**config.mk**
```make
export PLATFORM = sky130hd
export DESIGN_NAME = sdio_data_tx
export DESIGN_NICKNAME = d
export VERILOG_FILES = /design/src/rtl/sdio_data_tx_pkg.sv /design/src/rtl/sdio_data_tx_crc16.sv /design/src/rtl/sdio_data_tx.sv
export SDC_FILE = /design/constraint.sdc
export NUM_CORES = 1
export LEC_CHECK = 0
export ABC_AREA = 1
export BUFFER_PORTS_ARGS = -buffer_cell sky130_fd_sc_hd__buf_2
export CAP_MARGIN = 20
export CORE_MARGIN = 5
export CORE_UTILIZATION = 61
export CTS_BUF_LIST = sky130_fd_sc_hd__clkbuf_16
export CTS_CLUSTER_SIZE = 30
export DETAILED_ROUTE_END_ITERATION = 16
export PLACE_DENSITY = 0.82
export SETUP_SLACK_MARGIN = 0.15
export SLEW_MARGIN = 25
export SYNTH_ARGS = -nofsm -noshare
export SYNTH_HDL_FRONTEND = slang
export SYNTH_SLANG_ARGS = --single-unit
export TNS_END_PERCENT = 50
```
**constraint.sdc**
```tcl
create_clock -name clk -period 2.3 [get_ports clk]
set_input_delay 0.345 -clock clk [delete_from_list [all_inputs] [get_ports clk]]
set_output_delay 0.345 -clock clk [all_outputs]
set_load 0.02 [all_outputs]
```
**src/rtl/sdio_data_tx_pkg.sv**
```systemverilog
// Shared constants for the SDIO SD4 read-data transmitter: FSM encodings,
// CRC parameters, DAT idle level and the serial CRC16 step.
package sdio_data_tx_pkg;

  localparam logic [2:0] ST_IDLE  = 3'd0;
  localparam logic [2:0] ST_FETCH = 3'd1;
  localparam logic [2:0] ST_START = 3'd2;
  localparam logic [2:0] ST_DATA  = 3'd3;
  localparam logic [2:0] ST_CRC   = 3'd4;
  localparam logic [2:0] ST_END   = 3'd5;
  localparam logic [2:0] ST_DONE  = 3'd6;

  localparam int          CRC_LEN           = 16;
  localparam int          BLOCK_MAX_DEFAULT = 512;
  localparam logic [15:0] CRC_POLY          = 16'h1021;
  localparam logic [3:0]  DAT_IDLE          = 4'hF;

  // One serial step of x^16+x^12+x^5+1, feedback taken from the MSB.
  function automatic logic [15:0] crc16_step(input logic [15:0] crc, input logic din);
    crc16_step = {crc[14:0], 1'b0} ^ ((din ^ crc[15]) ? CRC_POLY : 16'h0000);
  endfunction

endpackage

```
**src/rtl/sdio_data_tx_crc16.sv**
```systemverilog
// Serial CRC16 for one DAT line; cleared by rst, advances one bit when en is high.
module sdio_data_tx_crc16
  import sdio_data_tx_pkg::*;
(
  input  logic        clk,
  input  logic        rst,
  input  logic        en,
  input  logic        din,
  output logic [15:0] crc
);

  always_ff @(posedge clk) begin
    if (rst)
      crc <= 16'h0000;
    else if (en)
      crc <= crc16_step(crc, din);
  end

endmodule

```
**src/rtl/sdio_data_tx.sv**
```systemverilog
// SDIO device-side read-data transmitter, SD4 SDR: start bit, nibble-wise
// payload, per-line CRC16 and end bit, with bus-direction ownership.
module sdio_data_tx
  import sdio_data_tx_pkg::*;
#(
  parameter int CRC_BITS  = CRC_LEN,
  parameter int BLOCK_MAX = BLOCK_MAX_DEFAULT
) (
  input  logic       clk,
  input  logic       rst,
  input  logic       i_activate,
  input  logic [9:0] i_data_count,
  input  logic       i_host_rdy,
  input  logic       i_rd_valid,
  input  logic [7:0] i_rd_data,
  output logic       o_rd_ready,
  output logic       o_busy,
  output logic       o_done,
  output logic       o_underrun,
  output logic       o_sdio_data_dir,
  output logic [3:0] o_sdio_data_out
);

  logic [2:0]       state;
  logic [9:0]       n_bytes;
  logic [9:0]       byte_idx;
  logic [7:0]       shift_reg;
  logic [7:0]       next_byte;
  logic             low_phase;
  logic             have_byte;
  logic [3:0]       crc_cnt;
  logic             underrun;
  logic [3:0][15:0] crc_q;
  logic [3:0]       data_nib;
  logic [3:0]       crc_nib;
  logic [3:0]       crc_bit_idx;
  logic             last_byte;
  logic             take;
  logic             starve;
  logic             crc_rst;
  logic             crc_en;

  assign last_byte   = (byte_idx == n_bytes - 10'd1);
  assign data_nib    = low_phase ? shift_reg[3:0] : shift_reg[7:4];
  assign crc_bit_idx = 4'(CRC_BITS - 1) - crc_cnt;
  assign take        = i_rd_valid && o_rd_ready;
  assign starve      = (state == ST_DATA) && !low_phase && !last_byte && !i_rd_valid;
  assign crc_rst     = rst || (state == ST_IDLE) || (state == ST_FETCH) || (state == ST_START);
  assign crc_en      = (state == ST_DATA);
  assign o_busy      = (state != ST_IDLE);
  assign o_done      = (state == ST_DONE);
  assign o_underrun  = underrun;

  for (genvar i = 0; i < 4; i++) begin : g_crc
    sdio_data_tx_crc16 u_crc (
      .clk (clk),
      .rst (crc_rst),
      .en  (crc_en),
      .din (data_nib[i]),
      .crc (crc_q[i])
    );
  end

  always_comb begin
    for (int i = 0; i < 4; i++)
      crc_nib[i] = crc_q[i][crc_bit_idx];
  end

  // Only one handshake slot per byte: the high-nibble cycle, so a late source starves.
  always_comb begin
    o_rd_ready = 1'b0;
    if (state == ST_FETCH)
      o_rd_ready = !have_byte;
    else if (state == ST_DATA)
      o_rd_ready = !low_phase && !last_byte;
  end

  always_comb begin
    o_sdio_data_dir = 1'b0;
    o_sdio_data_out = DAT_IDLE;
    case (state)
      ST_START: begin o_sdio_data_dir = 1'b1; o_sdio_data_out = 4'h0;     end
      ST_DATA:  begin o_sdio_data_dir = 1'b1; o_sdio_data_out = data_nib; end
      ST_CRC:   begin o_sdio_data_dir = 1'b1; o_sdio_data_out = crc_nib;  end
      ST_END:   begin o_sdio_data_dir = 1'b1;                             end
      default:  ;
    endcase
  end

  always_ff @(posedge clk) begin
    if (rst) begin
      state     <= ST_IDLE;
      n_bytes   <= 10'd0;
      byte_idx  <= 10'd0;
      shift_reg <= 8'h00;
      next_byte <= 8'h00;
      low_phase <= 1'b0;
      have_byte <= 1'b0;
      crc_cnt   <= 4'd0;
      underrun  <= 1'b0;
    end else begin
      if (starve)
        underrun <= 1'b1;
      // Dropping i_activate releases the bus from any state, even mid-byte.
      if (state != ST_IDLE && !i_activate) begin
        state <= ST_IDLE;
      end else begin
        case (state)
          ST_IDLE: if (i_activate) begin
            n_bytes   <= (i_data_count == 10'd0) ? 10'(BLOCK_MAX) : i_data_count;
            underrun  <= 1'b0;
            have_byte <= 1'b0;
            state     <= ST_FETCH;
          end
          ST_FETCH: begin
            if (take) begin
              shift_reg <= i_rd_data;
              have_byte <= 1'b1;
            end else if (have_byte && i_host_rdy) begin
              state <= ST_START;
            end
          end
          ST_START: begin
            low_phase <= 1'b0;
            byte_idx  <= 10'd0;
            state     <= ST_DATA;
          end
          ST_DATA: begin
            if (!low_phase) begin
              next_byte <= take ? i_rd_data : 8'h00;
              low_phase <= 1'b1;
            end else begin
              low_phase <= 1'b0;
              shift_reg <= next_byte;
              if (last_byte) begin
                crc_cnt <= 4'd0;
                state   <= ST_CRC;
              end else begin
                byte_idx <= byte_idx + 10'd1;
              end
            end
          end
          ST_CRC: begin
            if (crc_cnt == 4'(CRC_BITS - 1))
              state <= ST_END;
            else
              crc_cnt <= crc_cnt + 4'd1;
          end
          ST_END:  state <= ST_DONE;
          ST_DONE: state <= ST_IDLE;
          default: state <= ST_IDLE;
        endcase
      end
    end
  end

endmodule
```
==> results of run 1 <==
## synthesized netlist by cell type, types with 7 or more instances
cell type / count / area [um^2]
xor2_1: 20 / 175
a31oi_1: 7 / 43.8
nand2_2: 7 / 43.8
a21oi_1: 77 / 385
nor2_2: 7 / 43.8
o21ai_0: 65 / 325
nand3_2: 9 / 90.1
nand3_1: 47 / 235
inv_1: 100 / 375
nor2_1: 102 / 383
nand2_1: 116 / 435
dfxtp_1: 110 / 2200
clkbuf_1: 28 / 105
buf_2: 9 / 45.0
a211oi_1: 56 / 420
## metrics by stage
step | cell area [um^2] | worst slack [ns]
floorplan | 5760 | 0.463
global placement | 6030 | 0.264
detailed placement | 6030 | 0.0915
CTS | 6460 | 0.0854
global route | 6570 | -0.0209
finish | 6570 | 0.0823
## per-layer routing
layer,GRT usage,vias to the layer above,share of wire
met5,0,-,0
met4,0.0767,0,0.019
met3,0.0524,31,0.061
met2,0.412,183,0.49
met1,0.325,2578,0.43
li1,-,2749,-
## worst paths after layout
path / from / to / slack [ns]
setup reg to reg: n_bytes[2]$_SDFFE_PP0P_ / byte_idx[3]$_SDFFE_PP0P_ / 0.28
hold / removal: i_data_count[5] / n_bytes[5]$_SDFFE_PP0P_ / 0.25
hold reg to reg: next_byte[6]$_SDFFE_PP0P_ / next_byte[6]$_SDFFE_PP0P_ / 0.47
setup / recovery: n_bytes[2]$_SDFFE_PP0P_ / o_rd_ready / 0.08
## where the power goes
group	switching, uW	internal [uW]	leakage, uW
logic	1420	731	0.00170
registers	176	2140	0.000895
clock network	712	851	0.000152
total	2310	3720	0.00275
## worst max-delay path, cell delays in order (launching register included)
cell and delay (ns):
dfxtp_2 0.36, nor2_2 0.17, nand2_2 0.10, nor2_2 0.16, nand3_1 0.09, nand3_1 0.08, nand2_1 0.07, nor2_2 0.13
nand2_2 0.09, nand2_4 0.09, nand2_4 0.06, buf_6 0.13
## final cells by class
cell class / instances / share of cell area
Clock buffer: 9 / 0.0343
Clock inverter: 7 / 0.0112
Inverter: 105 / 0.0617
Multi-Input combinational cell: 554 / 0.465
Sequential cell: 110 / 0.338
Tap cell: 129 / 0.0246
Timing Repair Buffer: 62 / 0.0652
## timing repair
action                                  4_1_cts  5_1_grt
endpoints found under the setup margin       15       15
buffers inserted                              9        3
cloned                                        0        0
gates resized for setup                      25       23
pin swaps                                    10       10
## cell families after synthesis
group | Yosys count
AND/OR/NAND/NOR | 309
buffers and inverters | 150
adder cells (fa/ha/maj) | 3
flip-flops | 110
AO/OA/AOI/OAI | 217
XOR/XNOR | 25
==> flow_summary.yaml, run 1 <==
run_status:
  status: "completed"
drt:
  postRouteWirelength_mm: 14.2
  ant_nets: 0
  first_iter_violations: 402
  drc: 0
  post_drt_via_cell_ratio: 5.68
  dr.pass1.iters: 5
  dr_total_vias: 5541
  wl_per_cell_um: 14.6
timing:
  final.period_utilization: 0.964
  hold_viol: 0
  skew_ns: 0.0117
  slew_headroom: 0.596
  rsz0062_at_grt: "yes"
  setup_viol: 0
  tightest_slew_ns: 0.600
  timing.hold.ws_ns: 0.245
  fmax_mhz: 451
  drv_slew: 0
  finalSetupTns_ns: 0
  min_period_ns: 2.22
yosys:
  dominantRegCellSynth: "dfxtp_1"
  yosys.area_share.adder: 0.00652
  synth_xor_area_frac: 0.0380
  yosysSeqAreaShare: 0.382
  synth_compound_area_frac: 0.226
  synthSimpleGateAreaFrac: 0.244
  ys_types: 39
  syn_nets: 840
  syn_area_per_cell_um2: 7.07
  synthMuxAreaShare: 0
  async_reset_ff_frac: 0
  ys_warn_count: 0
  yosys_register_bits: 110
  synth_top_family_by_area: "simple AND/OR/NAND/NOR gates"
  synthCells: 814
  netlist_area_um2: 5760
  synth_edf_count: 0
floorplan:
  top_level_ports: 32
  die_x_um: 107
  rows: 35
  die_h_um: 107
  dieArea_um2: 11500
  core-area_um2: 9240
  start_util: 0.623
clocking:
  clock_latency_ns: 0.35
  clkSinkCount: 110
  cts.clk_slew.worst_paths_ns: 0.08
  tritoncts: "done"
  max-clock-path-buffers: 2
  holdBufCountCts: 0
  htreeDepth: 3
  root_buffer: "clkbuf_16"
  numCtsBuffers: 9
worst_hold_path:
  hold_class: "in -> reg"
  hold_depth: 3
setup_path:
  critPathArrivalTime_ns: 1.87
  cp.required_ns: 1.96
  critPathMaxFanout: 4
  end_kind: "output port"
  cp-start-kind: "flop"
  r2r_cells: 14
  worstSetupPathType: "reg -> out"
cells_and_area:
  multi_input_area_um2: 3060
  nNetsFinal: 868
  biggestRegsByFlops: "g_crc.u_crc.crc x64, byte_idx x10, n_bytes x10"
  regMostFlops: "g_crc.u_crc.crc"
  utilization: 0.711
  antennaDiodeCount: 0
  drive_gt1_frac: 0.163
  regArea_um2: 2220
  layout_commonest_cell: "nand2_1"
  final_cells: 976
  most-common-layout-cells: "nand2_1 (112), dfxtp_1 (102), nor2_1 (100)"
  nFillCells: 738
  largest_reg_flops: 64
  area_growth_pct: 14.0
global_route:
  grt_antenna_before_repair: 0
  grt_max_degree: 58
  grt_pass1_vias: 5120
  grt_pass1_wl_mm: 23.6
  overflow: 0
  grt_use_total: 0.249
placed_design:
  port-buffer-count: 31
  place_inst: 948
  finalWeightedCongestion: 0.935
  dpl.hpwl_mm: 9.33
power:
  p_per_area_nw_per_um2: 918
  finalPower_uw: 6020
  vdd_ir_drop_max_uv: 601
  p_leak_uw: 0.00275
flow_run:
  drv_cap: 0
Note: power is estimated with default switching activity, not from simulation.
==> run 2, diff against run 1 <==
Settings changed: CTS_BUF_LIST sky130_fd_sc_hd__clkbuf_16 to default.
==> run 2 against run 1 <==
Clock power decreased by 24%. Critical endpoint unchanged. Highest routed layer unchanged. Utilization decreased by 0.91 points. Clock skew increased by 0.0064 ns. Global-route usage decreased by 0.073 points.
==> flow_summary.yaml, run 2 (synthesis gave the netlist of run 1 again) <==
floorplan:
  core-area_um2: 9240
  die_x_um: 107
  die_h_um: 107
  rows: 35
  top_level_ports: 32
  dieArea_um2: 11500
  start_util: 0.623
setup_path:
  crit_path_max_incr_delay_ns: 0.35
  critPathSlowestCell: "dfxtp_2"
  critPathMaxFanout: 4
  ff2ff_setup_slack_ns: 0.30
  end_kind: "output port"
  worstSetupPathType: "reg -> out"
  cp.required_ns: 1.96
  cp-start-kind: "flop"
  path_cells: "inv_4, buf_4, nand2_1, nor2_2, nand3_1, nand3_1, nand2_1, nor2_2, nand2_2, nand2_4, nand2_4, buf_6"
  critPathArrivalTime_ns: 1.90
power:
  p_per_area_nw_per_um2: 871
  p_leak_uw: 0.00270
  switching_share: 0.401
  seqPwrFrac: 0.409
  internal_power_uw: 3380
  vdd_ir_drop_max_uv: 562
  p_clk_frac: 0.211
  p_switching_uw: 2270
  combinationalPowerShare: 0.380
drt:
  wl_per_cell_um: 14.5
  drc: 0
  ant_nets: 0
  dr_total_vias: 5500
  postRouteWirelength_mm: 14.1
  post_drt_via_cell_ratio: 5.65
  first_iter_violations: 425
  dr.pass1.iters: 6
timing:
  slew_headroom: 0.601
  skew_ns: 0.0182
  setup_viol: 0
  fmax_mhz: 445
  drv_slew: 0
  final.period_utilization: 0.977
  timing.hold.ws_ns: 0.204
  timing.final.ws_setup_ns: 0.0518
  rsz0062_at_grt: "yes"
  tightest_slew_ns: 0.592
  hold_viol: 0
  finalSetupTns_ns: 0
  min_period_ns: 2.25
run_status:
  status: "completed"
clocking:
  htreeDepth: 3
  numCtsBuffers: 9
  clkSinkCount: 110
  clock_latency_ns: 0.39
  tritoncts: "done"
  max-clock-path-buffers: 2
  holdBufCountCts: 0
  cts.clk_slew.worst_paths_ns: 0.11
  root_buffer: "clkbuf_8"
cells_and_area:
  biggestRegsByFlops: "g_crc.u_crc.crc x64, byte_idx x10, n_bytes x10"
  area_growth_pct: 12.6
  regMostFlops: "g_crc.u_crc.crc"
  most-common-layout-cells: "nand2_1 (113), dfxtp_1 (102), nor2_1 (100)"
  final_cell_area_um2: 6480
  nFillCells: 759
  nNetsFinal: 865
  drive_gt1_frac: 0.162
  antennaDiodeCount: 0
  largest_reg_flops: 64
  layout_commonest_cell: "nand2_1"
placed_design:
  place_area_um2: 6030
  port-buffer-count: 31
  finalWeightedCongestion: 0.935
  post-place-ws_ns: 0.0915
  dpl.hpwl_mm: 9.33
global_route:
  grt_pass1_wl_mm: 23.4
  grt_use_total: 0.248
  grt_max_degree: 58
  grt_antenna_before_repair: 0
  grt_pass1_vias: 5091
  overflow: 0
flow_run:
  drv_cap: 0
worst_hold_path:
  hold_class: "in -> reg"
-- run 2: cell count changes in the layout (fill, tap and decap cells not counted), moves of 3 or more --
cell       previous run  this run
a21oi_2               5         8
o21ai_1               6        11
buf_6                 4         9
clkbuf_16             9         0
buf_4                31        22
o21ai_0              59        54
clkbuf_8              0         9
a21oi_1              76        73
-- run 2: metrics by stage --
stage	cells	utilization	total power, uW
floorplan	814	-	3800
global placement	948	0.653	4190
detailed placement	948	0.653	4260
CTS	972	0.691	5540
global route	973	0.702	6010
finish	973	0.702	5650
-- run 2: area by class of cell --
type                            instances  area, um^2  area share
Timing Repair Buffer                   59         432      0.0666
Clock buffer                           10         128      0.0197
Clock inverter                          6        70.1      0.0108
Multi-Input combinational cell        554        3060       0.473
Inverter                              105         408      0.0629
Sequential cell                       110        2220       0.342
Tap cell                              129         161      0.0249
-- run 2: worst paths after layout --
path,depth (start not counted),from,to
worst max-delay path,12,n_bytes[0]$_SDFFE_PP0P_,o_rd_ready
worst min-delay path,3,i_data_count[5],n_bytes[5]$_SDFFE_PP0P_
worst max register to register,15,n_bytes[0]$_SDFFE_PP0P_,byte_idx[3]$_SDFFE_PP0P_
worst min register to register,2,next_byte[5]$_SDFFE_PP0P_,next_byte[5]$_SDFFE_PP0P_
-- run 2: power groups by stage --
stage | Clock [uW] | Combinational [uW] | Sequential, uW
5_1_grt | 1290 | 2380 | 2340
3_5_place_dp | 0 | 1920 | 2340
6_report | 1190 | 2140 | 2310
4_1_cts | 1210 | 2030 | 2300
3_3_place_gp | 0 | 1850 | 2340
2_1_floorplan | 0 | 1510 | 2290
-- run 2: layer usage --
layer / global-route usage / up-vias / part of all wire
met5: 0 / - / 0
met4: 0.0868 / 0 / 0.021
met3: 0.0572 / 34 / 0.069
met2: 0.408 / 201 / 0.48
met1: 0.319 / 2521 / 0.43
li1: - / 2744 / -
-- run 2: worst max-delay path, delay by kind of cell, from the launching register on --
| family | cells | cell delay, ns |
|---|---|---|
| simple gates | 9 | 0.87 |
| buf+inv | 3 | 0.32 |
| flops | 1 | 0.35 |
-- run 2: timing repair --
action                                  4_1_cts  5_1_grt
pin swaps                                    12       10
resized for setup                            35       29
endpoints found under the setup margin       15       15
setup buffers                                 8        1
==> run 3, diff against run 2 <==
Settings changed: SETUP_SLACK_MARGIN 0.15 to default.
==> run 3 against run 2 <==
The run now ends with negative setup slack left. Sequential power hardly changed. Clock power hardly changed. Combinational power is 3% lower. Largest cell class unchanged. Via count is 1.1% lower. Critical path depth is 1 higher. Final cell count is 0.10% lower. Hold slack better by 0.00073 ns. Total power is 1.3% lower. Sequential share of layout area is 0.35 points higher. Flip-flop and latch count stayed put. Largest power group unchanged.
==> flow_summary.yaml, run 3 (synthesis gave the netlist of run 1 again) <==
run_status:
  status: "finished, violations left"
  violations: "negative setup slack"
cells_and_area:
  utilization: 0.695
  layout_commonest_cell: "nand2_1"
  biggestRegsByFlops: "g_crc.u_crc.crc x64, byte_idx x10, n_bytes x10"
  most-common-layout-cells: "nand2_1 (113), dfxtp_1 (103), nor2_1 (100)"
  nNetsFinal: 864
  drive_gt1_frac: 0.159
  antennaDiodeCount: 0
  largest_reg_flops: 64
  area_growth_pct: 11.5
  regMostFlops: "g_crc.u_crc.crc"
drt:
  first_iter_violations: 388
  dr_total_vias: 5437
  post_drt_via_cell_ratio: 5.59
  dr.pass1.iters: 5
  drc: 0
  wl_per_cell_um: 14.4
  ant_nets: 0
  postRouteWirelength_mm: 14.0
global_route:
  grt_antenna_before_repair: 0
  grt_pass1_wl_mm: 23.3
  grt_pass1_vias: 5043
  grt_max_degree: 58
  grt_use_total: 0.246
  overflow: 0
clocking:
  cts.clk_slew.worst_paths_ns: 0.11
  numCtsBuffers: 9
  holdBufCountCts: 0
  clkSinkCount: 110
  htreeDepth: 3
  clock_latency_ns: 0.38
  max-clock-path-buffers: 2
  root_buffer: "clkbuf_8"
  tritoncts: "done"
power:
  vdd_ir_drop_max_uv: 519
  p_leak_uw: 0.00268
  finalPower_uw: 5580
  p_per_area_nw_per_um2: 868
setup_path:
  crit_family: "simple AND/OR/NAND/NOR gates"
  worstPathBufferInverterCount: 3
  worstSetupPathType: "reg -> out"
  end_kind: "output port"
  critPathSlowestCell: "dfxtp_4"
  cp-start-kind: "flop"
  path_cells: "inv_4, buf_4, nand2_1, nand2_1, nand2_1, nand2_1, nand2_1, nand3_1, nor2_1, nand2_2, nand2_2, nand2_2, buf_6"
  critPathArrivalTime_ns: 1.99
  critPathMostFrequentCell: "nand2_1"
  cp.required_ns: 1.96
  critPathMaxFanout: 4
  crit_path_max_incr_delay_ns: 0.39
timing:
  rsz0062_at_grt: "yes"
  min_period_ns: 2.34
  drv_slew: 0
  skew_ns: 0.0172
  timing.final.ws_setup_ns: -0.0361
  timing.hold.ws_ns: 0.205
  fmax_mhz: 428
  hold_viol: 0
  setup_viol: 1
  slew_headroom: 0.593
  tightest_slew_ns: 0.604
  final.period_utilization: 1.02
floorplan:
  dieArea_um2: 11500
  rows: 35
  die_x_um: 107
  die_h_um: 107
  start_util: 0.623
  core-area_um2: 9240
  top_level_ports: 32
placed_design:
  dpl.hpwl_mm: 9.33
  finalWeightedCongestion: 0.935
  port-buffer-count: 31
flow_run:
  drv_cap: 0
worst_hold_path:
  hold_class: "in -> reg"
-- run 3: changes by cell type in the layout (fill, tap and decap cells not counted), sizes merged --
cell	change
buf	-1
-- run 3: cell type report --
class	instances	area [um^2]
multi-input combinational	554	3010
fill	776	2820
sequential	110	2220
timing repair buffer	58	418
inverter	105	408
tap	129	161
clock buffer	10	128
clock inverter	6	70.1
-- run 3: metrics by stage --
stage | TNS, ns | area [um^2] | worst slack (ns) | std cells
2_1_floorplan | 0 | 5760 | 0.463 | 814
3_3_place_gp | 0 | 6030 | 0.264 | 948
3_5_place_dp | 0 | 6030 | 0.0915 | 948
4_1_cts | -0.0445 | 6300 | -0.0445 | 969
5_1_grt | -0.167 | 6420 | -0.123 | 972
6_report | -0.0361 | 6420 | -0.0361 | 972
-- run 3: path summary, 6_finish.rpt --
check                                               start                         to  slack, ns  cells past startpoint
worst max-delay path              n_bytes[0]$_SDFFE_PP0P_                 o_rd_ready      -0.04                     13
worst min-delay path                      i_data_count[5]    n_bytes[5]$_SDFFE_PP0P_       0.21                      3
worst max register to register    n_bytes[0]$_SDFFE_PP0P_   byte_idx[3]$_SDFFE_PP0P_       0.11                     16
worst min register to register  next_byte[5]$_SDFFE_PP0P_  next_byte[5]$_SDFFE_PP0P_       0.47                      2
-- run 3: tightest hold or removal path: cells and delay by family --
kind                   cells  cell delay, ns
AOI/OAI and AO/OA          1            0.07
buffers and inverters      1            0.09
and+or+nand+nor            1            0.06
-- run 3: what timing repair did --
action | in CTS | in global routing
endpoints found under the setup margin | 5 | 5
gates resized for setup | 12 | 37
pin swaps | 0 | 10
setup buffers | 5 | 3
-- run 3: layer usage --
layer,global-route usage,up-vias,share of wire
met1,0.324,2506,0.43
met3,0.0488,28,0.064
met2,0.405,171,0.48
li1,-,2732,-
met5,0,-,0
met4,0.0804,0,0.022
-- run 3: where the power goes --
group          switching, uW  internal, uW  leakage, uW
clock network            674           515     0.000101
logic                   1370           700      0.00168
registers                179          2130     0.000895
